$ cat config.mk
export PLATFORM = sky130hd
export DESIGN_NAME = mux4_rr_arbiter
export DESIGN_NICKNAME = d
export VERILOG_FILES = /design/src/rtl/mux4_rr_arbiter.sv
export SDC_FILE = /design/constraint.sdc
export NUM_CORES = 1
export LEC_CHECK = 0
export CORE_ASPECT_RATIO = 1.1
export CORE_MARGIN = 2
export CORE_UTILIZATION = 50
export CTS_CLUSTER_DIAMETER = 100
export DETAILED_ROUTE_END_ITERATION = 16
export PLACE_DENSITY = 0.73
export SYNTH_ARGS = -nofsm -noshare
export SYNTH_HDL_FRONTEND = slang
export SYNTH_SLANG_ARGS = --single-unit
$ cat constraint.sdc
create_clock -name clk -period 2.9 [get_ports clk]
set_input_delay 0.87 -clock clk [delete_from_list [all_inputs] [get_ports clk]]
set_output_delay 0.87 -clock clk [all_outputs]
set_load 0.05 [all_outputs]
$ cat src/rtl/mux4_rr_arbiter.sv
// Round-robin arbiter for a shared 4-input registered mux.
// Produces a one-hot grant with mux select, and an owner tag aligned with the mux output register.
module mux4_rr_arbiter #(
    parameter int MAX_HOLD = 8
) (
    input  logic       clk,
    input  logic       rst_n,
    input  logic [0:3] req,
    output logic [0:3] gnt,
    output logic [0:1] select,
    output logic       busy,
    output logic       out_valid,
    output logic [0:1] out_owner
);

    localparam int HW = (MAX_HOLD > 1) ? $clog2(MAX_HOLD) : 1;
    localparam logic [HW-1:0] HOLD_LAST = HW'(MAX_HOLD - 1);

    localparam logic [0:0] ST_IDLE  = 1'b0;
    localparam logic [0:0] ST_GRANT = 1'b1;

    logic [0:0]    state_q, state_d;
    logic [1:0]    ptr_q, ptr_d;
    logic [HW-1:0] hold_q, hold_d;
    logic [0:3]    gnt_q, gnt_d;
    logic [1:0]    sel_q, sel_d;
    logic          busy_q, busy_d;
    logic          out_valid_q;
    logic [1:0]    out_owner_q;

    logic [1:0]    next_ptr_s;
    logic [0:3]    others_s;
    logic [2:0]    pick_s;
    logic          do_grant_s;
    logic          do_idle_s;

    function automatic logic [0:3] onehot(input logic [1:0] idx);
        logic [0:3] v;
        v      = 4'b0000;
        v[idx] = 1'b1;
        return v;
    endfunction

    // Returns {found, index}: scan start, start+1, ... (mod 4); lowest offset wins.
    function automatic logic [2:0] rr_pick(input logic [0:3] r, input logic [1:0] start);
        logic [1:0] idx;
        logic [1:0] win;
        logic       found;
        win   = start;
        found = 1'b0;
        for (int i = 3; i >= 0; i--) begin
            idx   = start + 2'(i);
            win   = r[idx] ? idx : win;
            found = found | r[idx];
        end
        return {found, win};
    endfunction

    // Next-state decision: initial grant, release hand-off, forced rotation, hold counting
    always_comb begin
        state_d    = state_q;
        ptr_d      = ptr_q;
        hold_d     = hold_q;
        gnt_d      = gnt_q;
        sel_d      = sel_q;
        busy_d     = busy_q;
        next_ptr_s = sel_q + 2'd1;
        others_s   = req & ~onehot(sel_q);
        pick_s     = 3'b000;
        do_grant_s = 1'b0;
        do_idle_s  = 1'b0;

        case (state_q)
            ST_IDLE: begin
                pick_s     = rr_pick(req, ptr_q);
                do_grant_s = pick_s[2];
                do_idle_s  = ~pick_s[2];
            end
            ST_GRANT: begin
                if (!req[sel_q]) begin
                    ptr_d      = next_ptr_s;
                    pick_s     = rr_pick(req, next_ptr_s);
                    do_grant_s = pick_s[2];
                    do_idle_s  = ~pick_s[2];
                end else if (|others_s) begin
                    if (hold_q == HOLD_LAST) begin
                        ptr_d      = next_ptr_s;
                        pick_s     = rr_pick(others_s, next_ptr_s);
                        do_grant_s = 1'b1;
                    end else begin
                        hold_d = hold_q + HW'(1);
                    end
                end else begin
                    // Uncontested owner: saturate so a late contender rotates on the next edge
                    if (hold_q == HOLD_LAST) begin
                        hold_d = hold_q;
                    end else begin
                        hold_d = hold_q + HW'(1);
                    end
                end
            end
            default: begin
                do_idle_s = 1'b1;
            end
        endcase

        if (do_grant_s) begin
            state_d = ST_GRANT;
            gnt_d   = onehot(pick_s[1:0]);
            sel_d   = pick_s[1:0];
            busy_d  = 1'b1;
            hold_d  = {HW{1'b0}};
        end else if (do_idle_s) begin
            state_d = ST_IDLE;
            gnt_d   = 4'b0000;
            busy_d  = 1'b0;
            hold_d  = {HW{1'b0}};
        end else begin
            state_d = state_d;
        end
    end

    // Arbitration state and grant registers
    always_ff @(posedge clk or negedge rst_n) begin
        if (!rst_n) begin
            state_q <= ST_IDLE;
            ptr_q   <= 2'd0;
            hold_q  <= {HW{1'b0}};
            gnt_q   <= 4'b0000;
            sel_q   <= 2'd0;
            busy_q  <= 1'b0;
        end else begin
            state_q <= state_d;
            ptr_q   <= ptr_d;
            hold_q  <= hold_d;
            gnt_q   <= gnt_d;
            sel_q   <= sel_d;
            busy_q  <= busy_d;
        end
    end

    // Owner tag delayed one edge to line up with the mux output register
    always_ff @(posedge clk or negedge rst_n) begin
        if (!rst_n) begin
            out_valid_q <= 1'b0;
            out_owner_q <= 2'd0;
        end else begin
            out_valid_q <= busy_q;
            out_owner_q <= sel_q;
        end
    end

    assign gnt       = gnt_q;
    assign select    = sel_q;
    assign busy      = busy_q;
    assign out_valid = out_valid_q;
    assign out_owner = out_owner_q;

endmodule

==> results_dict.tcl, run 1 <==
set metrics [dict create \
    synth_area_um2 1210 \
    hp-class "register to register" \
    top_area_cells_in_the_synthesized_netlist "dfrtp_1 31%, ha_1 6.2%, nand2_1 4.3%" \
    netlist-cell-type-count 47 \
    cts_buffers 3 \
    cts.clk_slew.worst_paths_ns 0.08 \
    stdcell_area_um2 1450 \
    setup_tns_ns 0 \
    grt_util_all_layers 0.208 \
    clk_root_buffer_cell "clkbuf_4" \
    post_route_minimum_period_ns 2.61 \
    whs_path_depth 2 \
    synth_top_area_share 0.309 \
    mappedNetlistNets 149 \
    post_synth_and_or_nand_nor_area_fraction 0.222 \
    num-nets-final 170 \
    post_synth.cell_area_avg_um2 8.87 \
    arrival_ns 1.74 \
    x_dimension_of_the_die_um 51 \
    worst_setup_path_start_kind "register" \
    tightest_slew_ns 0.658 \
    io-pin-count 16 \
    wire_length_of_the_first_global_routing_pass_um 4620 \
    cts_tree "done" \
    setup_repair_after_global_routing_missed_its_margin "false" \
    dominantRegCellSynth "dfrtp_1" \
    drcViolationCount 0 \
    rows 18 \
    placedInstanceArea_um2 1420 \
    clk_path_buf_depth 2 \
    ys_async_sr_fraction 1.00 \
    floorplan.initialDensity 0.534 \
    slew_headroom 0.560 \
    synth_sequential_area_ratio 0.309 \
    routabilityCongestion 0.868 \
    synth_top_cell_by_area "dfrtp_1" \
    final_min_period_over_clock_period 0.899 \
    yosys_warnings 0 \
    final-setup-viol-count 0 \
    dr.first_iter.drc_count 33 \
    route.vias.total 1078 \
    flow.area_growth_from_synthesis_pct 19.2 \
    floorplan.die.height_um 55.7 \
    routed_wire_length_per_instance_um 14.6 \
    status "finished clean" \
    timing.final.max_slew_violations 0 \
    number_of_hold_violations_in_the_final_report 0 \
    postSynthRegisterBits 15 \
    drive_above_1_share 0.153 \
    fp.dieArea_um2 2840 \
    synth-xor-area-share 0.00721 \
    diodes 0 \
    worst-r2r-cell-count 8 \
    post-synth-top-count-cell "dfrtp_1" \
    fin_worst_skew_ns 0.00142 \
    firstDrtPassIters 4 \
    max_freq_ghz 0.383 \
    clk-insertion-delay-late_ns 0.28 \
    fillers 210 \
    post_synth_fa_ha_maj_area_fraction 0.0618 \
    cap_viol_max_count 0 \
    mux_contribution_to_synthesized_area 0.0690 \
    report.power.total_uw 1520 \
    synth_compound_area_frac 0.269 \
    place.port_buffers 15 \
    vias_per_cell 5.76 \
    cts-htree-levels 1 \
    cts_post_setup_buffers_inserted 0 \
    number_of_antenna_violations_at_the_first_check_in_global_routing 0 \
    coreArea_um2 2270 \
    netlist_top_cells_count "15 x dfrtp_1, 14 x nand2_1, 13 x nor2_1, 10 x a21oi_1, 7 x o21ai_0" \
    power.density_nw_per_um2 1050 \
    synth-edff-count 0 \
    pin_count_of_the_biggest_net_entering_global_routing 21 \
    detailedPlacementHpwl_um 2090 \
    tritoncts_num_sinks 15 \
    synth_top_family_by_area "compound AO/OA/AOI/OAI gates" \
    post_synth_inst_count 137 \
    post_cts_resized 0 \
    drt-total-wl_um 2730 \
    gr_overflow_total 0 \
    antenna_violating_nets_post_route 0 \
    post_cts_hold_buffer_count 0 \
    cp_max_fo 17 \
    grt_pass1_vias 1029 \
    leakage_uw 0.000625 \
    cp-end-kind "output pin" \
    cp_data_required_time_ns 2.03 \
    ir_worst_vdd_mv 0.757 \
    critical_path_class "register to output pin" \
]
## logic make-up after synthesis
group                      Yosys count
xor gates and xnor gates             1
AOI/OAI and AO/OA                   41
buffers and inverters               15
and+or+nand+nor                     52
DFF                                 15
muxes                                7
adders and majority gates            6
## power by group
group          leakage, µW  switching, µW  internal (µW)
clock network    0.0000150           62.5           53.4
logic             0.000425            654            405
registers         0.000184           55.1            287
## through the flow
step / hold WS, ns / util / worst slack [ns] / cells
2_1_floorplan: 0.493 / - / 0.175 / 137
3_3_place_gp: 0.480 / 0.625 / 0.103 / 183
3_5_place_dp: 0.478 / 0.625 / 0.0444 / 183
4_1_cts: 0.507 / 0.636 / 0.281 / 187
5_1_grt: 0.550 / 0.636 / 0.217 / 187
6_report: 0.500 / 0.636 / 0.291 / 187
## area by class of cell
cell class	count	area (µm²)	share of cell area
clock buffers	4	26.3	0.0182
well taps	30	37.5	0.0259
flip-flops and latches	15	375	0.259
multi-input cells	107	764	0.528
inverters	7	26.3	0.0182
repair buffers	24	218	0.150
## critical path, cell delays in order, from the launching register on
cell and delay [ns]:
dfrtp_1 0.37, buf_4 0.25, clkdlybuf4s50_1 0.84
## cells in the final DEF, fill, tap and decap left out, types with 2 or more instances in the layout
master,n
a21oi_1,10
ha_1,6
nor2b_1,6
nor2_1,13
nand3_1,2
nand2_1,14
nor2b_4,2
buf_4,9
o211ai_1,2
clkdlybuf4s50_1,15
mux2i_1,5
inv_1,6
o21ai_0,7
nor3_1,5
o31ai_1,2
nand2b_1,4
dfrtp_1,15
clkbuf_4,3
a32o_1,2
## state kept, by name, indices dropped and copies added (netlist names)
signal,count
gnt,4
out_owner,2
select,2
hold_q,3
busy,1
ptr_q,2
out_valid,1
## per-layer routing
layer,share of wire,global-route usage,up-vias
met2,0.52,0.367,27
met5,0,0,-
li1,-,-,531
met4,0.013,0.0618,0
met1,0.43,0.260,515
met3,0.037,0.0242,5
## final timing paths
path                                 from         to  slack [ns]
worst max-delay path            select[1]  select[1]        0.29
worst min-delay path               gnt[1]     gnt[1]        0.50
worst max register to register  select[1]     gnt[2]        0.45
worst min register to register     gnt[1]     gnt[1]        0.50
max in group asynchronous           rst_n     gnt[3]        1.49
min in group asynchronous           rst_n  hold_q[1]        0.99
Power figures use the tool's default switching activity.
==> run 2: changes to the inputs <==
SLEW_MARGIN = 10   (was default)
==> results of run 2 <==
The final DEF is identical to that of run 1; final timing and power are the same.
==> variant (settings of run 2) <==
`MAX_HOLD`: 8 -> 4.
--- a/src/rtl/mux4_rr_arbiter.sv
+++ b/src/rtl/mux4_rr_arbiter.sv
@@ -1,7 +1,7 @@
 // Round-robin arbiter for a shared 4-input registered mux.
 // Produces a one-hot grant with mux select, and an owner tag aligned with the mux output register.
 module mux4_rr_arbiter #(
-    parameter int MAX_HOLD = 8
+    parameter int MAX_HOLD = 4
 ) (
     input  logic       clk,
     input  logic       rst_n,
Check against the original RTL: not equivalent (a bounded check fails within 10 cycles, from zero or initial values and one cycle with rst_n low).
==> variant against run 2 <==
Critical path depth up 4. Sequential cell count down 1. First-iteration DRC count down 9.1%. Design area up 0.17%. Routed wire length up 3.0%. Worst setup slack worse by 0.076 ns. Power up 2.5%. Synthesized area down 4.3%. Register-to-register slack worse by 0.11 ns. Maximum frequency down 2.8%. Utilization up 1.4 points.
==> variant: results (changes against run 2) <==
stage,metric,value,unit,change
logic_synthesis,syn-num-nets,136,,-8.7%
sta,postLayoutSetupSlackWorst,0.215,ns,-0.0762 ns
sta,relSlewSlack,0.586,,+0.0265
outcome,outcome,"complete, no violations",,
drt,drtIter0Drc,30,,-9.1%
placement,place_hpwl,2110,um,+1.1%
clocking,clkSinkCount,14,,-1
global_route,grt.met2_usage,0.398,,+0.0304
layout,seq_share,0.242,,-0.0177
setup_path,arrival,2.86,ns,+1.12 ns
setup_path,startpoint,req[3],,
layout,nets,165,,-2.9%
layout,clock_area_frac,0.0155,,-0.00262
sta,skew,0.00208,ns,+0.000661 ns
setup_path,path_delay_family,compound AO/OA/AOI/OAI gates,,
drt,m1WireLength,1300,um,+9.5%
logic_synthesis,synth_fa_ha_area_frac,0.0538,,-0.00797
drt,routed_wl,2820,um,+3.0%
logic_synthesis,yosysSeqAreaShare,0.301,,-0.00756
drt,vias,1048,,-2.8%
layout,layout.nonclk_buf_frac,0.202,,+0.0515
drt,met3WireLength,83,um,-17%
global_route,grt_util_all_layers,0.226,,+0.0179
logic_synthesis,synthMuxAreaShare,0.0743,,+0.00527
placement,placed_area,1430,um2,+0.44%
layout,n_all_buffers,34,,+42%
logic_synthesis,synth_area_leaders,"dfrtp_1, ha_1, a21oi_1, mux4_2, buf_2",,
setup_path,r2r-start,select[0]$_DFFE_PN0P_,,
layout,multi_input_area,721,um2,-5.7%
[variant: changes by cell type after synthesis, sizes merged, moves of 2 or more]
cell,change
nor2,-8
nand2,-7
a22o,+3
and2,+3
mux2i,-3
a2111oi,+2
a221o,+2
a221oi,+2
a32o,-2
buf,+2
mux4,+2
nor2b,-2
o211ai,-2
[variant: power breakdown]
group	leakage, nW	switching, mW	internal [mW]	total (mW)
clock network	0.0138	0.0602	0.0482	0.108
logic	0.449	0.648	0.452	1.10
registers	0.168	0.0724	0.274	0.347
total	0.631	0.780	0.775	1.56
[variant: stage by stage]
stage          instances  TNS, ns  power [mW]  utilization
6_report             182        0        1.56        0.650
5_1_grt              182        0        1.66        0.650
4_1_cts              182        0        1.56        0.650
3_5_place_dp         179   -0.126        1.44        0.640
3_3_place_gp         179  -0.0157        1.41        0.640
2_1_floorplan        125        0        1.15            -
